===== config.mk =====
export PLATFORM = sky130hd
export DESIGN_NAME = chunk_collector
export DESIGN_NICKNAME = d
export VERILOG_FILES = /design/src/rtl/chunk_collector.sv
export SDC_FILE = /design/constraint.sdc
export NUM_CORES = 2
export LEC_CHECK = 0
export BUFFER_PORTS_ARGS = -buffer_cell sky130_fd_sc_hd__buf_4
export CAP_MARGIN = 40
export CELL_PAD_IN_SITES_DETAIL_PLACEMENT = 0
export CELL_PAD_IN_SITES_GLOBAL_PLACEMENT = 1
export CORE_UTILIZATION = 52
export CTS_CLUSTER_SIZE = 10
export DETAILED_ROUTE_END_ITERATION = 12
export PLACE_DENSITY_LB_ADDON = 0.1
export SETUP_SLACK_MARGIN = 0.15
export SYNTH_ARGS = -nofsm -noshare
export SYNTH_HDL_FRONTEND = slang
export SYNTH_SLANG_ARGS = --single-unit

===== constraint.sdc =====
create_clock -name clk -period 3.6 [get_ports clk]
set_clock_uncertainty 0.05 [all_clocks]
set_input_delay 0.54 -clock clk [delete_from_list [all_inputs] [get_ports clk]]
set_output_delay 0.54 -clock clk [all_outputs]
set_load 0.02 [all_outputs]

===== src/rtl/chunk_collector.sv =====
// chunk_collector: ping-pong sample buffer that exposes each completed chunk on a read port.
// Optional overrun tracking is built only when CHUNK_OVERRUN_DETECT_EN is defined.
module chunk_collector #(
  parameter int SAMPLE_SIZE      = 24,
  parameter int IO_BUFF_SIZE     = 64,
  parameter int IO_BUFF_PTR_BITS = $clog2(IO_BUFF_SIZE)
) (
  input  logic                        clk,
  input  logic                        rst,
  input  logic                        en,
  input  logic                        in_valid,
  input  logic [SAMPLE_SIZE-1:0]      in_sample,
  input  logic                        proc_busy,
  input  logic [IO_BUFF_PTR_BITS-1:0] rd_ptr,
  output logic [SAMPLE_SIZE-1:0]      rd_sample,
  output logic                        chunk_pulse,
  output logic                        rd_bank,
  output logic                        overrun,
  output logic [7:0]                  overrun_count
);

  localparam logic [0:0] ST_IDLE = 1'b0;
  localparam logic [0:0] ST_FILL = 1'b1;
  localparam logic [IO_BUFF_PTR_BITS-1:0] LAST_PTR = IO_BUFF_PTR_BITS'(IO_BUFF_SIZE - 1);
  localparam logic [IO_BUFF_PTR_BITS-1:0] PTR_ZERO = IO_BUFF_PTR_BITS'(0);
  localparam logic [IO_BUFF_PTR_BITS-1:0] PTR_ONE  = IO_BUFF_PTR_BITS'(1);

  logic [SAMPLE_SIZE-1:0]      r_mem [2][IO_BUFF_SIZE];
  logic [0:0]                  r_state;
  logic [IO_BUFF_PTR_BITS-1:0] r_wr_ptr;
  logic                        r_wr_bank;
  logic                        r_rd_bank;
  logic                        r_chunk_pulse;
  logic                        w_at_last;
  logic                        w_write;
  logic                        w_complete;

  assign w_at_last  = (r_wr_ptr == LAST_PTR);
  // The completing write is honoured even if en drops in that same cycle.
  assign w_write    = ~rst & (r_state == ST_FILL) & in_valid & (en | w_at_last);
  assign w_complete = w_write & w_at_last;

  // Sample storage; deliberately excluded from reset.
  always_ff @(posedge clk) begin
    if (w_write) begin
      r_mem[r_wr_bank][r_wr_ptr] <= in_sample;
    end
  end

  // Capture FSM, write pointer and bank bookkeeping.
  always_ff @(posedge clk) begin
    if (rst) begin
      r_state       <= ST_IDLE;
      r_wr_ptr      <= PTR_ZERO;
      r_wr_bank     <= 1'b0;
      r_rd_bank     <= 1'b0;
      r_chunk_pulse <= 1'b0;
    end else begin
      r_chunk_pulse <= w_complete;
      case (r_state)
        ST_IDLE: begin
          // wr_bank is held: it is 0 until the first chunk, then always the non-read bank.
          r_wr_ptr <= PTR_ZERO;
          if (en) begin
            r_state <= ST_FILL;
          end else begin
            r_state <= ST_IDLE;
          end
        end
        ST_FILL: begin
          if (w_complete) begin
            r_wr_ptr  <= PTR_ZERO;
            r_wr_bank <= ~r_wr_bank;
            r_rd_bank <= r_wr_bank;
          end else if (w_write) begin
            r_wr_ptr <= r_wr_ptr + PTR_ONE;
          end else begin
            r_wr_ptr <= r_wr_ptr;
          end
          if (!en) begin
            r_state  <= ST_IDLE;
            r_wr_ptr <= PTR_ZERO;
          end else begin
            r_state <= ST_FILL;
          end
        end
        default: begin
          r_state  <= ST_IDLE;
          r_wr_ptr <= PTR_ZERO;
        end
      endcase
    end
  end

  assign rd_sample   = r_mem[r_rd_bank][rd_ptr];
  assign chunk_pulse = r_chunk_pulse;
  assign rd_bank     = r_rd_bank;

`ifdef CHUNK_OVERRUN_DETECT_EN
  logic       r_overrun;
  logic [7:0] r_overrun_count;

  // Sticky overrun flag and saturating event counter.
  always_ff @(posedge clk) begin
    if (rst) begin
      r_overrun       <= 1'b0;
      r_overrun_count <= 8'd0;
    end else if (w_complete && proc_busy) begin
      r_overrun <= 1'b1;
      if (r_overrun_count != 8'd255) begin
        r_overrun_count <= r_overrun_count + 8'd1;
      end else begin
        r_overrun_count <= r_overrun_count;
      end
    end else begin
      r_overrun       <= r_overrun;
      r_overrun_count <= r_overrun_count;
    end
  end

  assign overrun       = r_overrun;
  assign overrun_count = r_overrun_count;
`else
  logic w_unused_proc_busy;
  assign w_unused_proc_busy = proc_busy;
  assign overrun            = 1'b0;
  assign overrun_count      = 8'd0;
`endif

endmodule


==> After elaboration in Yosys (flattened, before gate mapping) <==
Memories as Yosys holds them, arrays and structs flattened. A register that Yosys moved wholly into a read port is not among the register bits.
Cells that the tools add are included.
{ "classes": {"order_cmp": 3, "n_addsub": 1, "bitwise": 10, "eq_ne": 2, "n_mux": 14, "n_reduce_logical": 2} }
{ "op_table": {"columns": ["op", "count"], "rows": [
  ["$mux W1536", 1],
  ["$bmux W24 S6", 1],
  ["$demux W24 S6", 1],
  ["$mux W24", 3],
  ["$mux W6", 3],
  ["$ge A7 B7 Y1 const B", 2],
  ["$not A6 Y7", 2],
  ["$pmux W6 S2", 1],
  ["$lt A7 B1 Y1 const B", 1],
  ["$add A6 B1 Y6 const B", 1],
  ["$eq A6 B6 Y1 const B", 1],
  ["$and A1 B1 Y1", 4],
  ["$mux W1", 4],
  ["$ne A4 B2 Y1 const B", 1],
  ["$not A1 Y1", 3],
  ["$reduce_and A2 Y1", 1],
  ["$logic_and A1 B1 Y1", 1],
  ["$or A1 B1 Y1", 1]
]} }
{ "word_totals": {"inputBits": 35, "ramBits": 3072, "elab_cells": 38, "regBits": 10, "mem_count": 1, "out_inout_bits": 35} }
{ "mem_list": {"columns": ["name", "words", "width", "rd", "rd_clocked_by_memory_dff", "write_ports", "line_no", "rtl"], "rows": [
  ["r_mem", 2, 1536, 1, 1, 1, "28", "logic [SAMPLE_SIZE-1:0] r_mem [2][IO_BUFF_SIZE];"]
]} }

==> Logic depth before layout (Yosys ltp) <==
{ "depth": {"ltp_word": 8, "mapped_depth": 8, "ltp_nobuf": 6} }

==> Least setup slack after synthesis <==
Ideal clock, no wire load.
{ "synth_timing": {"kind": "input to output", "from": "input rd_ptr[1]", "to": "output rd_sample[0]", "slack_ns": -0.051, "required_ns": 3.010, "arrival_ns": 3.061, "cell_stages": 7, "n_path_buf": 3, "path_cell_list": "clkbuf_1 -> clkbuf_1 -> buf_1 -> mux4_2 -> mux4_2 -> mux4_2 -> mux2_2"} }
{ "synth_between": {"elab_chain_cells": 4} }
{ "synth_lines": {"columns": ["element", "line_no", "rtl"], "rows": [
  ["from (decl)", "14", "input logic [IO_BUFF_PTR_BITS-1:0] rd_ptr,"],
  ["$not A6 Y7 (not written as such)", "95", "assign rd_sample = r_mem[r_rd_bank][rd_ptr];"],
  ["$bmux W24 S6", "95", null],
  ["$mux W24 (not written as such) (2 in series)", "95", null],
  ["to (decl)", "15", "output logic [SAMPLE_SIZE-1:0] rd_sample,"]
]} }
Every way passes these cells. The select of a mux whose other input is x is not followed.

==> metrics.md <==
| Metric | Value |
|---|---|
| Outcome | finished, violations left |
| Failing checks | negative setup slack |
| Power share of the combinational group | 0.038 |
| Reg2reg start | r_wr_ptr[5] |
| Io pins | 70 |
| Final ANT Viol Nets | 0 |
| Final period utilization | 1.343 |
| VDD IR-drop max | 505.9 uV |
| Overall routing resource usage | 0.2678 |
| Core Util, Final | 0.6138 |
| Die width | 477.2 um |
| H-tree depth | 5 |
| Routed len/inst | 36.41 um |
| Setup CP Type | flip-flop to primary output |
| Worst Hold Path Cells | 1 |
| Share of layout cells above drive strength 1 | 0.3923 |
| Setup total negative slack | -27.97 ns |
| Routed WL | 302000 um |
| CTS tree | done |
| Top cells by area, synth | edfxtp_1 (79%), mux4_2 (19%), clkbuf_1 (0.43%) |
| Sink Count | 3083 |
| Pre-CTS setup slack | -0.3262 ns |
| HP Start | in_sample[17] |
| Primary FF master, synth | edfxtp_1 |
| PwrDens | 532.4 mW/mm^2 |
| First-pass GRT wire length | 422100 um |
| Yosys warns | 0 |
| Remaining DRCs | 0 |
| Nets | 5267 |
| Seq/Total Area, Yosys | 0.7875 |
| Sequential Power Share | 0.538 |
| Setup crit end kind | primary output |
| Largest net degree at the start of global routing | 129 |
| Reg clk slew, reported paths | 0.06 ns |
| Area fraction of the dominant cell type after synthesis | 0.7856 |
| Die area | 0.2277 sq mm |
| Slew HR | 0.3648 |
| Synth Instances | 4574 |
| Register-to-Register Setup Slack | 0.51 ns |
| Slew Limit Fails | 0 |
| Worst min path class | primary input to flip-flop |
| Core ar. | 0.2247 sq mm |
| Most common cell after layout, fill and taps aside | edfxtp_1 |
| Routability congestion estimate | 0.7866 |
| Cell area after synthesis | 0.1174 sq mm |
| Worst slew pin tran | 0.9528 ns |
| Vias | 53327 |
| Vias/cell | 6.430 |
| Count of cell types in the netlist | 33 |
| Worst skew pair latency | 0.93 ns |
| Starting DRT DRC Count | 6322 |
| Starting Density | 0.5226 |
| Most frequent cells in the layout | edfxtp_1 (3072), mux4_2 (1008), clkbuf_16 (376), buf_4 (267), buf_12 (199) |
| Clock power share | 0.424 |
| Vias in the first global route | 54559 |
| Hold Path Sink | r_mem[1][281] |
| Max cap viols | 0 |
| Power Internal | 58.66 mW |
| Area leader, netlist | edfxtp_1 |
| Final Setup Violations | 24 |
| Leakage dissipation | 42.21 nW |
| CP Data Required Time | 3.01 ns |
| FFs w/ async S/R, synth | 0 |
| Net Sw Power | 14.76 mW |
| RSZ-0062 raised after global routing | true |
| Worst R2R Path Depth | 6 |
| Crit-path max FO | 8 |
| Minimum clock period | 4.836 ns |
| Root buffer cell | clkbuf_16 |
| Grt ovf | 0 |
| Layout area overhead | 17.44% |
| Critical R2R Capture | r_mem[0][450] |
| CTS Buf Count | 362 |
| Hold Vio Cnt, Final | 0 |
| Switching share of power | 0.2011 |
| Fmax | 0.2068 GHz |
| Post-synth EDFFs | 3072 |
| Crit path launch type | flip-flop |
| Initial antenna violation count | 20 |
| DPL Wire Length | 171400 um |
| Final WS setup | -1.236 ns |
| Die H | 477.2 um |
| CTS Buffer Depth | 4 |
| Register bit total from synthesis | 3083 |
| Avg Inst Size Synth | 25.67 sq um |
| # rows | 174 |
| First-pass detailed-route iteration total | 5 |
| Hold Slack | 0.06519 ns |
| Arrival @ worst endpoint | 4.25 ns |
| Buffers on Ports | 59 |
==> layer usage <==
metal	GRT usage	vias up	wire length, um
met4	0.07595	2	8538
met1	0.3804	29472	121600
met5	0	-	11
met3	0.03874	447	20400
li1	-	21237	-
met2	0.4386	2169	151400
==> synthesized netlist by cell type (all sizes together) (2+ instances only) <==
cell and number:
edfxtp 3072, mux4 1008, clkbuf 134, nor2 132, buf 117, mux2 24
nand2 21, dfxtp 11, nand3 10, nor2b 8, nor3 6, a21oi 4
nand2b 4, nand3b 3, xnor2 3, a211oi 2, inv 2
==> critical path, cell delays in order (launching register included) <==
cell and delay (ns):
dfxtp_4 0.41, buf_12 0.17, buf_16 0.15, buf_16 0.16, buf_12 0.14, mux4_2 0.50, mux4_2 0.63, mux4_2 0.60
mux2_4 0.36, buf_6 0.15
==> cells by family after synthesis <==
group | synth area share
AO/OA/AOI/OAI | 0.0005220
other | 0.00003193
AND/OR/NAND/NOR | 0.006852
buffers and inverters | 0.009099
adder cells (fa/ha/maj) | 0.0001065
multiplexers | 0.1956
flip-flops | 0.7875
XOR/XNOR | 0.0002984
==> registers in the layout, indices dropped and copies added, names as in the netlist, named ones only <==
name and cells:
r_wr_bank 1, rd_bank 1, r_state 1, r_mem 3072
chunk_pulse 1, r_wr_ptr 6
==> how the worst max path moves through the flow <==
stage	endpoint	slack (ns)	cells after the start
finish	rd_sample[4]	-1.24	9
global route	rd_sample[9]	-1.30	10
CTS	rd_sample[16]	-1.30	8
detailed placement	rd_sample[17]	-0.33	8
global placement	rd_sample[17]	-0.32	8
floorplan	rd_sample[0]	0.15	6
==> area by class of cell <==
type	instances	area [sq um]
sequential	3083	92470
fill	15231	86770
multi-input combinational	1246	24920
clock buffer	407	9408
timing repair buffer	536	7206
tap	2992	3744
clock inverter	13	108.9
antenna	15	37.54
inverter	2	7.507
==> timing repair <==
action | 4_1_cts | 5_1_grt
buffers inserted | 19 | 12
setup endpoints to repair | 24 | 24
endpoints found under the hold margin | 12 | 0
hold buffers | 4 | 0
cloned | 4 | 6
gates resized for setup | 73 | 11
==> power groups by stage <==
stage / clock [mW] / sequential (mW) / combinational (mW)
3_3_place_gp: 0 / 40.2 / 2.70
3_5_place_dp: 0 / 40.2 / 2.76
2_1_floorplan: 0 / 40.2 / 1.06
6_report: 31.1 / 39.5 / 2.78
5_1_grt: 32.9 / 39.5 / 2.87
4_1_cts: 31.7 / 39.5 / 2.82
==> per-stage QoR <==
step           std cells  instance area, sq um  total power [mW]
2_1_floorplan       4582                117600             41.29
3_3_place_gp        7811                127300             42.92
3_5_place_dp        7813                127400             42.98
4_1_cts             8260                137500             73.96
5_1_grt             8283                137900             75.25
6_report            8294                137900             73.42
(Power assumes the default switching activity.)
